===== src/rtl/regbank_wb_arbiter_pkg.sv =====
// Shared types and sizes for the register-bank writeback arbiter.
package regbank_wb_arbiter_pkg;

  localparam int unsigned REG_ADDR_W = 5;
  localparam int unsigned DATA_W     = 32;
  localparam int unsigned NUM_REGS   = 32;

  typedef enum logic {
    INIT = 1'b0,
    RUN  = 1'b1
  } arbState_t;

  // Registered write port presented to the register bank.
  typedef struct packed {
    logic                  we;
    logic [REG_ADDR_W-1:0] rw;
    logic [DATA_W-1:0]     d;
  } wrPort_t;

endpackage


===== src/rtl/rr_arb2.sv =====
// Two-way round-robin pick: a lone eligible source wins, a tie goes to the
// source that was not granted last. Purely combinational.
module rr_arb2 (
  input  logic [1:0] eligible,
  input  logic       last_gnt,
  output logic       winner,
  output logic       valid
);

  always_comb begin
    valid  = |eligible;
    winner = 1'b0;
    case (eligible)
      2'b10:   winner = 1'b1;
      2'b11:   winner = ~last_gnt;
      default: winner = 1'b0;
    endcase
  end

endmodule


===== src/rtl/regbank_wb_arbiter.sv =====
// Writeback arbiter for the register bank: clears all registers after reset,
// then arbitrates ALU/load writebacks. Optional forwarding via REGARB_FWD_EN.
module regbank_wb_arbiter
  import regbank_wb_arbiter_pkg::*;
#(
  parameter logic [DATA_W-1:0] INIT_VAL = 32'h0000_0000
) (
  input  logic                  clk,
  input  logic                  rst,
  input  logic                  req0,
  input  logic                  req1,
  input  logic [REG_ADDR_W-1:0] addr0,
  input  logic [REG_ADDR_W-1:0] addr1,
  input  logic [DATA_W-1:0]     data0,
  input  logic [DATA_W-1:0]     data1,
  output logic                  gnt0,
  output logic                  gnt1,
  output logic                  we,
  output logic [REG_ADDR_W-1:0] rw,
  output logic [DATA_W-1:0]     d,
  output logic                  init_done,
  input  logic [REG_ADDR_W-1:0] ra,
  input  logic [REG_ADDR_W-1:0] rb,
  output logic                  fwdA_hit,
  output logic                  fwdB_hit,
  output logic [DATA_W-1:0]     fwdA_data,
  output logic [DATA_W-1:0]     fwdB_data
);

  localparam logic [REG_ADDR_W-1:0] LAST_REG = REG_ADDR_W'(NUM_REGS - 1);

  arbState_t             state, stateNext;
  logic [REG_ADDR_W-1:0] cnt, cntNext;
  logic                  lastGnt, lastGntNext;
  wrPort_t               port, portNext;
  logic                  gnt0Next, gnt1Next, initDoneNext;

  logic [1:0]            eligible;
  logic                  winner, winValid;
  logic [REG_ADDR_W-1:0] winAddr;
  logic [DATA_W-1:0]     winData;

  // A source granted this cycle is still showing its old request; mask it.
  assign eligible = {req1 & ~gnt1, req0 & ~gnt0};

  rr_arb2 uArb (
    .eligible (eligible),
    .last_gnt (lastGnt),
    .winner   (winner),
    .valid    (winValid)
  );

  assign winAddr = winner ? addr1 : addr0;
  assign winData = winner ? data1 : data0;

  always_ff @(posedge clk or posedge rst) begin
    if (rst) begin
      state     <= INIT;
      cnt       <= '0;
      lastGnt   <= 1'b1;
      port      <= '0;
      gnt0      <= 1'b0;
      gnt1      <= 1'b0;
      init_done <= 1'b0;
    end else begin
      state     <= stateNext;
      cnt       <= cntNext;
      lastGnt   <= lastGntNext;
      port      <= portNext;
      gnt0      <= gnt0Next;
      gnt1      <= gnt1Next;
      init_done <= initDoneNext;
    end
  end

  always_comb begin
    stateNext    = state;
    cntNext      = cnt;
    lastGntNext  = lastGnt;
    portNext     = port;
    portNext.we  = 1'b0;
    gnt0Next     = 1'b0;
    gnt1Next     = 1'b0;
    initDoneNext = init_done;

    case (state)
      INIT: begin
        portNext = '{we: 1'b1, rw: cnt, d: INIT_VAL};
        cntNext  = cnt + REG_ADDR_W'(1);
        if (cnt == LAST_REG) begin
          stateNext    = RUN;
          initDoneNext = 1'b1;
        end
      end
      RUN: begin
        if (winValid) begin
          gnt0Next    = ~winner;
          gnt1Next    = winner;
          lastGntNext = winner;
          // Register 0 is hardwired zero: grant the source but suppress the write.
          portNext.we = (winAddr != '0);
          portNext.rw = winAddr;
          portNext.d  = winData;
        end
      end
      default: stateNext = INIT;
    endcase
  end

  assign we = port.we;
  assign rw = port.rw;
  assign d  = port.d;

`ifdef REGARB_FWD_EN
  always_comb begin
    fwdA_hit  = port.we && (port.rw != '0) && (port.rw == ra);
    fwdB_hit  = port.we && (port.rw != '0) && (port.rw == rb);
    fwdA_data = fwdA_hit ? port.d : '0;
    fwdB_data = fwdB_hit ? port.d : '0;
  end
`else
  logic unusedReadAddr;
  assign unusedReadAddr = ^{ra, rb};
  assign fwdA_hit  = 1'b0;
  assign fwdB_hit  = 1'b0;
  assign fwdA_data = '0;
  assign fwdB_data = '0;
`endif

endmodule


===== config.mk =====
export PLATFORM = sky130hd
export DESIGN_NAME = regbank_wb_arbiter
export DESIGN_NICKNAME = d
export VERILOG_FILES = /design/src/rtl/regbank_wb_arbiter_pkg.sv /design/src/rtl/rr_arb2.sv /design/src/rtl/regbank_wb_arbiter.sv
export SDC_FILE = /design/constraint.sdc
export NUM_CORES = 1
export LEC_CHECK = 0
export CORE_MARGIN = 2
export CORE_UTILIZATION = 40
export DETAILED_ROUTE_END_ITERATION = 10
export GPL_ROUTABILITY_DRIVEN = 0
export PLACE_DENSITY = 0.88
export SLEW_MARGIN = 20
export SYNTH_ARGS = -nofsm -noshare
export SYNTH_HDL_FRONTEND = slang
export SYNTH_SLANG_ARGS = --single-unit

===== constraint.sdc =====
create_clock -name clk -period 2.25 [get_ports clk]
set_input_delay 0.45 -clock clk [delete_from_list [all_inputs] [get_ports clk]]
set_output_delay 0.45 -clock clk [all_outputs]
set_load 0.05 [all_outputs]

==> impl_metrics.py, run 1 <==
metrics = {
    "placed_design": {
        "hpwl_um": 5801,
        "io_buffers": 118,
        "dp_slack_ns": 0.08798,
    },
    "global_routing": {
        "grt.overflow.total": 0,
        "grt_max_degree": 40,
        "antenna_found_initial": 0,
        "grt_pass1_vias": 2729,
        "grt.total_usage_pct": 18.37,
        "grt_pass1_wl_um": 12520,
    },
    "routing": {
        "first_pass_iters": 4,
        "met1_length_um": 2991,
        "wl_met3_um": 607,
        "route.met2.wl_um": 4232,
        "drt-initial-drc-count": 107,
        "drc": 0,
        "vias": 2615,
        "routedWlPerCell_um": 15.90,
        "highest_layer": "met4",
        "vias_per_cell": 5.209,
        "ant_nets": 0,
        "routed_wl_um": 7983,
    },
    "yosys": {
        "synth.distinct_cells": 38,
        "seq_area_frac_synth_pct": 39.05,
        "syn_inst": 297,
        "synth-adder-area-share_pct": 0.8127,
        "yosys.area_share.simple_pct": 13.08,
        "synth_top_family_by_area": "compound AO/OA/AOI/OAI gates",
        "syn_area_per_cell_um2": 10.37,
        "synth_area_leaders": "dfrtp_1, buf_4, o311a_1",
        "async_flop_share_pct": 100.0,
        "syn_area_mm2": 0.003079,
        "muxShareOfSynthArea_pct": 0.7314,
        "synth_compound_area_share_pct": 23.53,
        "synth_seq_cells": 48,
        "ys_warn_count": 0,
        "synth.top_cell.area_share_pct": 38.20,
        "synth_edf_count": 0,
        "synth-xor-area-share_pct": 0.8533,
        "yosysTopAreaCell": "dfrtp_1",
        "synth_ff_type": "dfrtp_1",
    },
    "timing": {
        "min_period_ns": 2.054,
        "fmax_ghz": 0.4868,
        "hold_viol": 0,
        "setup_viol": 0,
        "rsz0062_at_grt": "false",
        "min_period_over_period_pct": 91.30,
        "slew_headroom_pct": 51.20,
        "timing.final.ws_setup_ns": 0.1958,
        "finClkSkew_ns": 0.004518,
        "worst_hold_slack_ns": 0.4665,
        "tightestPinTransition_ns": 0.7311,
        "finalMaxSlewViolations": 0,
        "fin_setup_tns_ns": 0,
    },
    "critical_path": {
        "critPathTopFamily": "buffers and inverters",
        "crit_arrival_ns": 1.60,
        "cp-end-kind": "output pin",
        "crit_path_top_delay_cell": "clkdlybuf4s50_1",
        "critPathKind": "register to output pin",
        "crit_chain": "clkdlybuf4s50_1",
        "start_kind": "register",
        "slowest_delay_ns": 0.85,
        "worst_ep_required_time_ns": 1.80,
        "path_buf_inv": 1,
        "reg2reg_setup_slack_ns": 0.53,
        "worst-path-max-fanout": 5,
    },
    "power": {
        "p_switching_w": 0.001554,
        "swShare_pct": 44.82,
        "vdd_ir_drop_max_v": 0.0004591,
        "seqPwrFrac_pct": 32.7,
        "power_frac_comb_pct": 52.2,
        "total_leakage_power_nw": 1.756,
        "power_density_mw_per_mm2": 826.6,
        "clkPwrFrac_pct": 15.1,
        "p_int_w": 0.001912,
    },
    "cells_and_area": {
        "drive_gt1_share_pct": 8.437,
        "syn_to_final_growth_pct": 36.16,
        "fin_nets": 492,
        "final_common_cell": "clkdlybuf4s50_1",
        "antenna_cells": 0,
        "final_util_pct": 56.89,
        "layout_common_cells": "clkdlybuf4s50_1, conb_1, dfrtp_1",
        "fill_cells": 659,
    },
    "clocking": {
        "cts_tree": "yes",
        "clock_sinks": 48,
        "cts_hold_buf": 0,
        "post-cts-setup-buffer-count": 0,
        "clk_pin_slew_ns": 0.08,
        "cts_made_buffers": 5,
        "h-tree-depth": 2,
        "clockBufferDepth": 2,
        "postCtsResizedCells": 0,
        "clkLatencyLatePin_ns": 0.30,
        "cts_root_buffer": "clkbuf_8",
    },
    "floorplan": {
        "die-width_um": 91.74,
        "dieArea_mm2": 0.008416,
        "row_count": 31,
        "core_mm2": 0.007370,
        "ios": 195,
        "fp.dieH_um": 91.74,
        "initial_core_util_pct": 41.78,
    },
    "worst_hold_path": {
        "min_path_type": "input pin to asynchronous set/reset pin",
    },
    "flow_run": {
        "drv_cap": 0,
    },
    "status": {
        "status": "completed",
    },
}
## through the flow
step	power, W	instances	instance area (um^2)
CTS	0.003495	502	4193
detailed placement	0.002967	494	4100
floorplan	0.002466	362	3323
global route	0.003625	502	4193
finish	0.003466	502	4193
global placement	0.002942	494	4100
## cell usage after synthesis (5+ instances only)
master,n
a41oi_1,5
buf_2,11
buf_4,67
buf_6,5
clkbuf_1,12
dfrtp_1,47
nand3_1,6
nand4_1,5
nor2b_1,6
o2111ai_1,5
o311a_1,32
o31a_1,32
or3_1,28
## power groups by stage
stage	Clock [W]	Combinational [W]	Sequential [W]
2_1_floorplan	0	0.000762	0.00170
3_3_place_gp	0	0.00180	0.00114
3_5_place_dp	0	0.00181	0.00115
4_1_cts	0.000540	0.00182	0.00114
5_1_grt	0.000579	0.00189	0.00116
6_report	0.000522	0.00181	0.00113
## final timing paths
check | from | endpoint | cells past startpoint
setup / recovery | gnt0 | gnt0 | 1
hold / removal | rst | d[22] | 2
setup reg to reg | gnt1 | d[25] | 5
hold reg to reg | init_done | init_done | 1
max in group asynchronous | rst | lastGnt | 3
min in group clk | init_done | init_done | 1
## cell families (layout without fill, tap and decap cells)
logic type               count (synthesis)  count (layout)
AO/OA/AOI/OAI                           79              79
XOR/XNOR                                 3               3
adder cells (fa/ha/maj)                  2               2
buffers and inverters                   98             139
flip-flops                              48              48
multiplexers                             2               2
other                                    1              66
AND/OR/NAND/NOR                         64              64
## area by class of cell
class	instances	area, um^2	share of cell area [%]
Multi-Input combinational cell	216	1464	34.91
Sequential cell	48	1204	28.71
Clock inverter	2	10.01	0.2387
Timing Repair Buffer	129	1301	31.04
Tap cell	99	123.9	2.954
Inverter	2	7.507	0.1791
Clock buffer	6	82.58	1.970
## registers in the layout, indices dropped and copies added (netlist names)
register / flops
cnt: 5
rw: 5
gnt1: 1
we: 1
init_done: 1
d: 32
lastGnt: 1
gnt0: 1
state: 1
## metal layers
metal,global-route usage (%),vias up
li1,-,1207
met1,19.65,1254
met2,34.68,140
met3,4.191,14
met4,7.214,0
met5,0,-
(Power assumes the default switching activity.)
==> run 2, diff against run 1 <==
--- a/config.mk
+++ b/config.mk
@@ -10,6 +10,8 @@
 export DETAILED_ROUTE_END_ITERATION = 10
 export GPL_ROUTABILITY_DRIVEN = 0
 export PLACE_DENSITY = 0.88
+export REMOVE_ABC_BUFFERS = 1
+export SETUP_SLACK_MARGIN = 0.05
 export SLEW_MARGIN = 20
 export SYNTH_ARGS = -nofsm -noshare
 export SYNTH_HDL_FRONTEND = slang
==> run 2 against run 1 <==
- first-iteration DRC count is 0.93% lower
- non-clock buffer count is 1 lower
- routed wire length is 3.1% higher
- largest power group unchanged
- critical path depth stayed put
- critical path type unchanged
- register-to-register slack better by 0.05 ns
==> impl_metrics.py, run 2 (same netlist as run 1, synthesis figures left out) <==
metrics = {
    "status": {
        "status": "completed",
    },
    "critical_path": {
        "worst_ep_required_time_ns": 1.80,
        "worst-path-max-fanout": 5,
        "crit_chain": "clkdlybuf4s50_1",
        "start_kind": "register",
        "slowest_delay_ns": 0.85,
        "crit_path_top_delay_cell": "clkdlybuf4s50_1",
        "critPathKind": "register to output pin",
        "cp-end-kind": "output pin",
        "crit_arrival_ns": 1.60,
        "path_buf_inv": 1,
        "critPathTopFamily": "buffers and inverters",
    },
    "power": {
        "p_int_w": 0.001997,
        "swShare_pct": 43.96,
        "power_density_mw_per_mm2": 848.3,
        "seqPwrFrac_pct": 31.8,
        "clkPwrFrac_pct": 17.2,
        "vdd_ir_drop_max_v": 0.0004259,
        "power_frac_comb_pct": 51.0,
        "p_switching_w": 0.001566,
        "total_leakage_power_nw": 1.756,
    },
    "floorplan": {
        "ios": 195,
        "fp.dieH_um": 91.74,
        "core_mm2": 0.007370,
        "row_count": 31,
        "dieArea_mm2": 0.008416,
        "die-width_um": 91.74,
        "initial_core_util_pct": 41.78,
    },
    "timing": {
        "finClkSkew_ns": 0.006717,
        "finalMaxSlewViolations": 0,
        "timing.final.ws_setup_ns": 0.1981,
        "fmax_ghz": 0.4874,
        "fin_setup_tns_ns": 0,
        "slew_headroom_pct": 43.92,
        "setup_viol": 0,
        "min_period_ns": 2.052,
        "rsz0062_at_grt": "false",
        "tightestPinTransition_ns": 0.8413,
        "hold_viol": 0,
        "min_period_over_period_pct": 91.19,
    },
    "placed_design": {
        "hpwl_um": 5797,
        "dp_slack_ns": 0.1543,
        "io_buffers": 118,
    },
    "clocking": {
        "h-tree-depth": 2,
        "cts_root_buffer": "clkbuf_8",
        "cts_tree": "yes",
        "cts_hold_buf": 0,
        "postCtsResizedCells": 0,
        "cts_made_buffers": 5,
        "clock_sinks": 48,
        "clockBufferDepth": 2,
        "clkLatencyLatePin_ns": 0.30,
        "clk_pin_slew_ns": 0.09,
        "post-cts-setup-buffer-count": 0,
    },
    "cells_and_area": {
        "final_common_cell": "clkdlybuf4s50_1",
        "fill_cells": 643,
        "antenna_cells": 0,
        "drive_gt1_share_pct": 7.960,
        "largest_reg_flops": 32,
        "layout_common_cells": "clkdlybuf4s50_1, conb_1, dfrtp_1",
        "syn_to_final_growth_pct": 36.41,
        "fin_nets": 491,
    },
    "routing": {
        "routedWlPerCell_um": 16.43,
        "routed_wl_um": 8229,
        "ant_nets": 0,
        "drt-initial-drc-count": 106,
        "drc": 0,
        "vias_per_cell": 5.188,
        "vias": 2599,
        "first_pass_iters": 4,
    },
    "flow_run": {
        "drv_cap": 0,
    },
    "global_routing": {
        "grt_pass1_vias": 2672,
        "grt_pass1_wl_um": 13180,
        "antenna_found_initial": 0,
        "grt.overflow.total": 0,
        "grt_max_degree": 49,
        "grt.total_usage_pct": 19.42,
    },
    "worst_hold_path": {
        "min_path_type": "register to register",
    },
}
-- run 2: worst paths after layout --
check,from,endpoint,slack [ns],depth (start not counted)
max in group asynchronous,rst,lastGnt,1.46,3
worst min-delay path,init_done,init_done,0.49,1
worst max register to register,state,d[21],0.58,3
worst max-delay path,gnt0,gnt0,0.20,1
min in group asynchronous,rst,d[26],0.50,3
worst min register to register,init_done,init_done,0.49,1
-- run 2: area by class of cell --
| cell class | count | area [um^2] | share of cell area [%] |
|---|---|---|---|
| repair buffers | 128 | 1294 | 30.80 |
| inverters | 2 | 7.507 | 0.1787 |
| well taps | 99 | 123.9 | 2.949 |
| multi-input cells | 216 | 1464 | 34.85 |
| clock inverters | 2 | 35.03 | 0.8341 |
| clock buffers | 6 | 72.57 | 1.728 |
| flip-flops and latches | 48 | 1204 | 28.66 |
-- run 2: power by group through the flow --
| stage | logic (W) | clock network, W | registers [W] |
|---|---|---|---|
| 2_1_floorplan | 0.000614 | 0 | 0.00171 |
| 3_3_place_gp | 0.00180 | 0 | 0.00114 |
| 3_5_place_dp | 0.00182 | 0 | 0.00115 |
| 4_1_cts | 0.00183 | 0.000640 | 0.00113 |
| 5_1_grt | 0.00190 | 0.000676 | 0.00116 |
| 6_report | 0.00182 | 0.000614 | 0.00113 |
-- run 2: per-stage QoR --
step	cells	util, %	hold slack (ns)	total power (W)	cell area [um^2]
after floorplan	266	-	0.4516	0.002322	2659
after global routing	501	56.99	0.5197	0.003729	4200
after detailed placement	493	55.53	0.4788	0.002973	4093
after CTS	501	56.99	0.4909	0.003599	4200
final	501	56.99	0.4924	0.003563	4200
after global placement	493	55.53	0.4661	0.002940	4093
-- run 2: layer usage --
layer	track usage [%]	wire (um)
met4	6.592	185
met5	0	0
met3	4.601	590
met1	22.29	3160
met2	35.29	4292
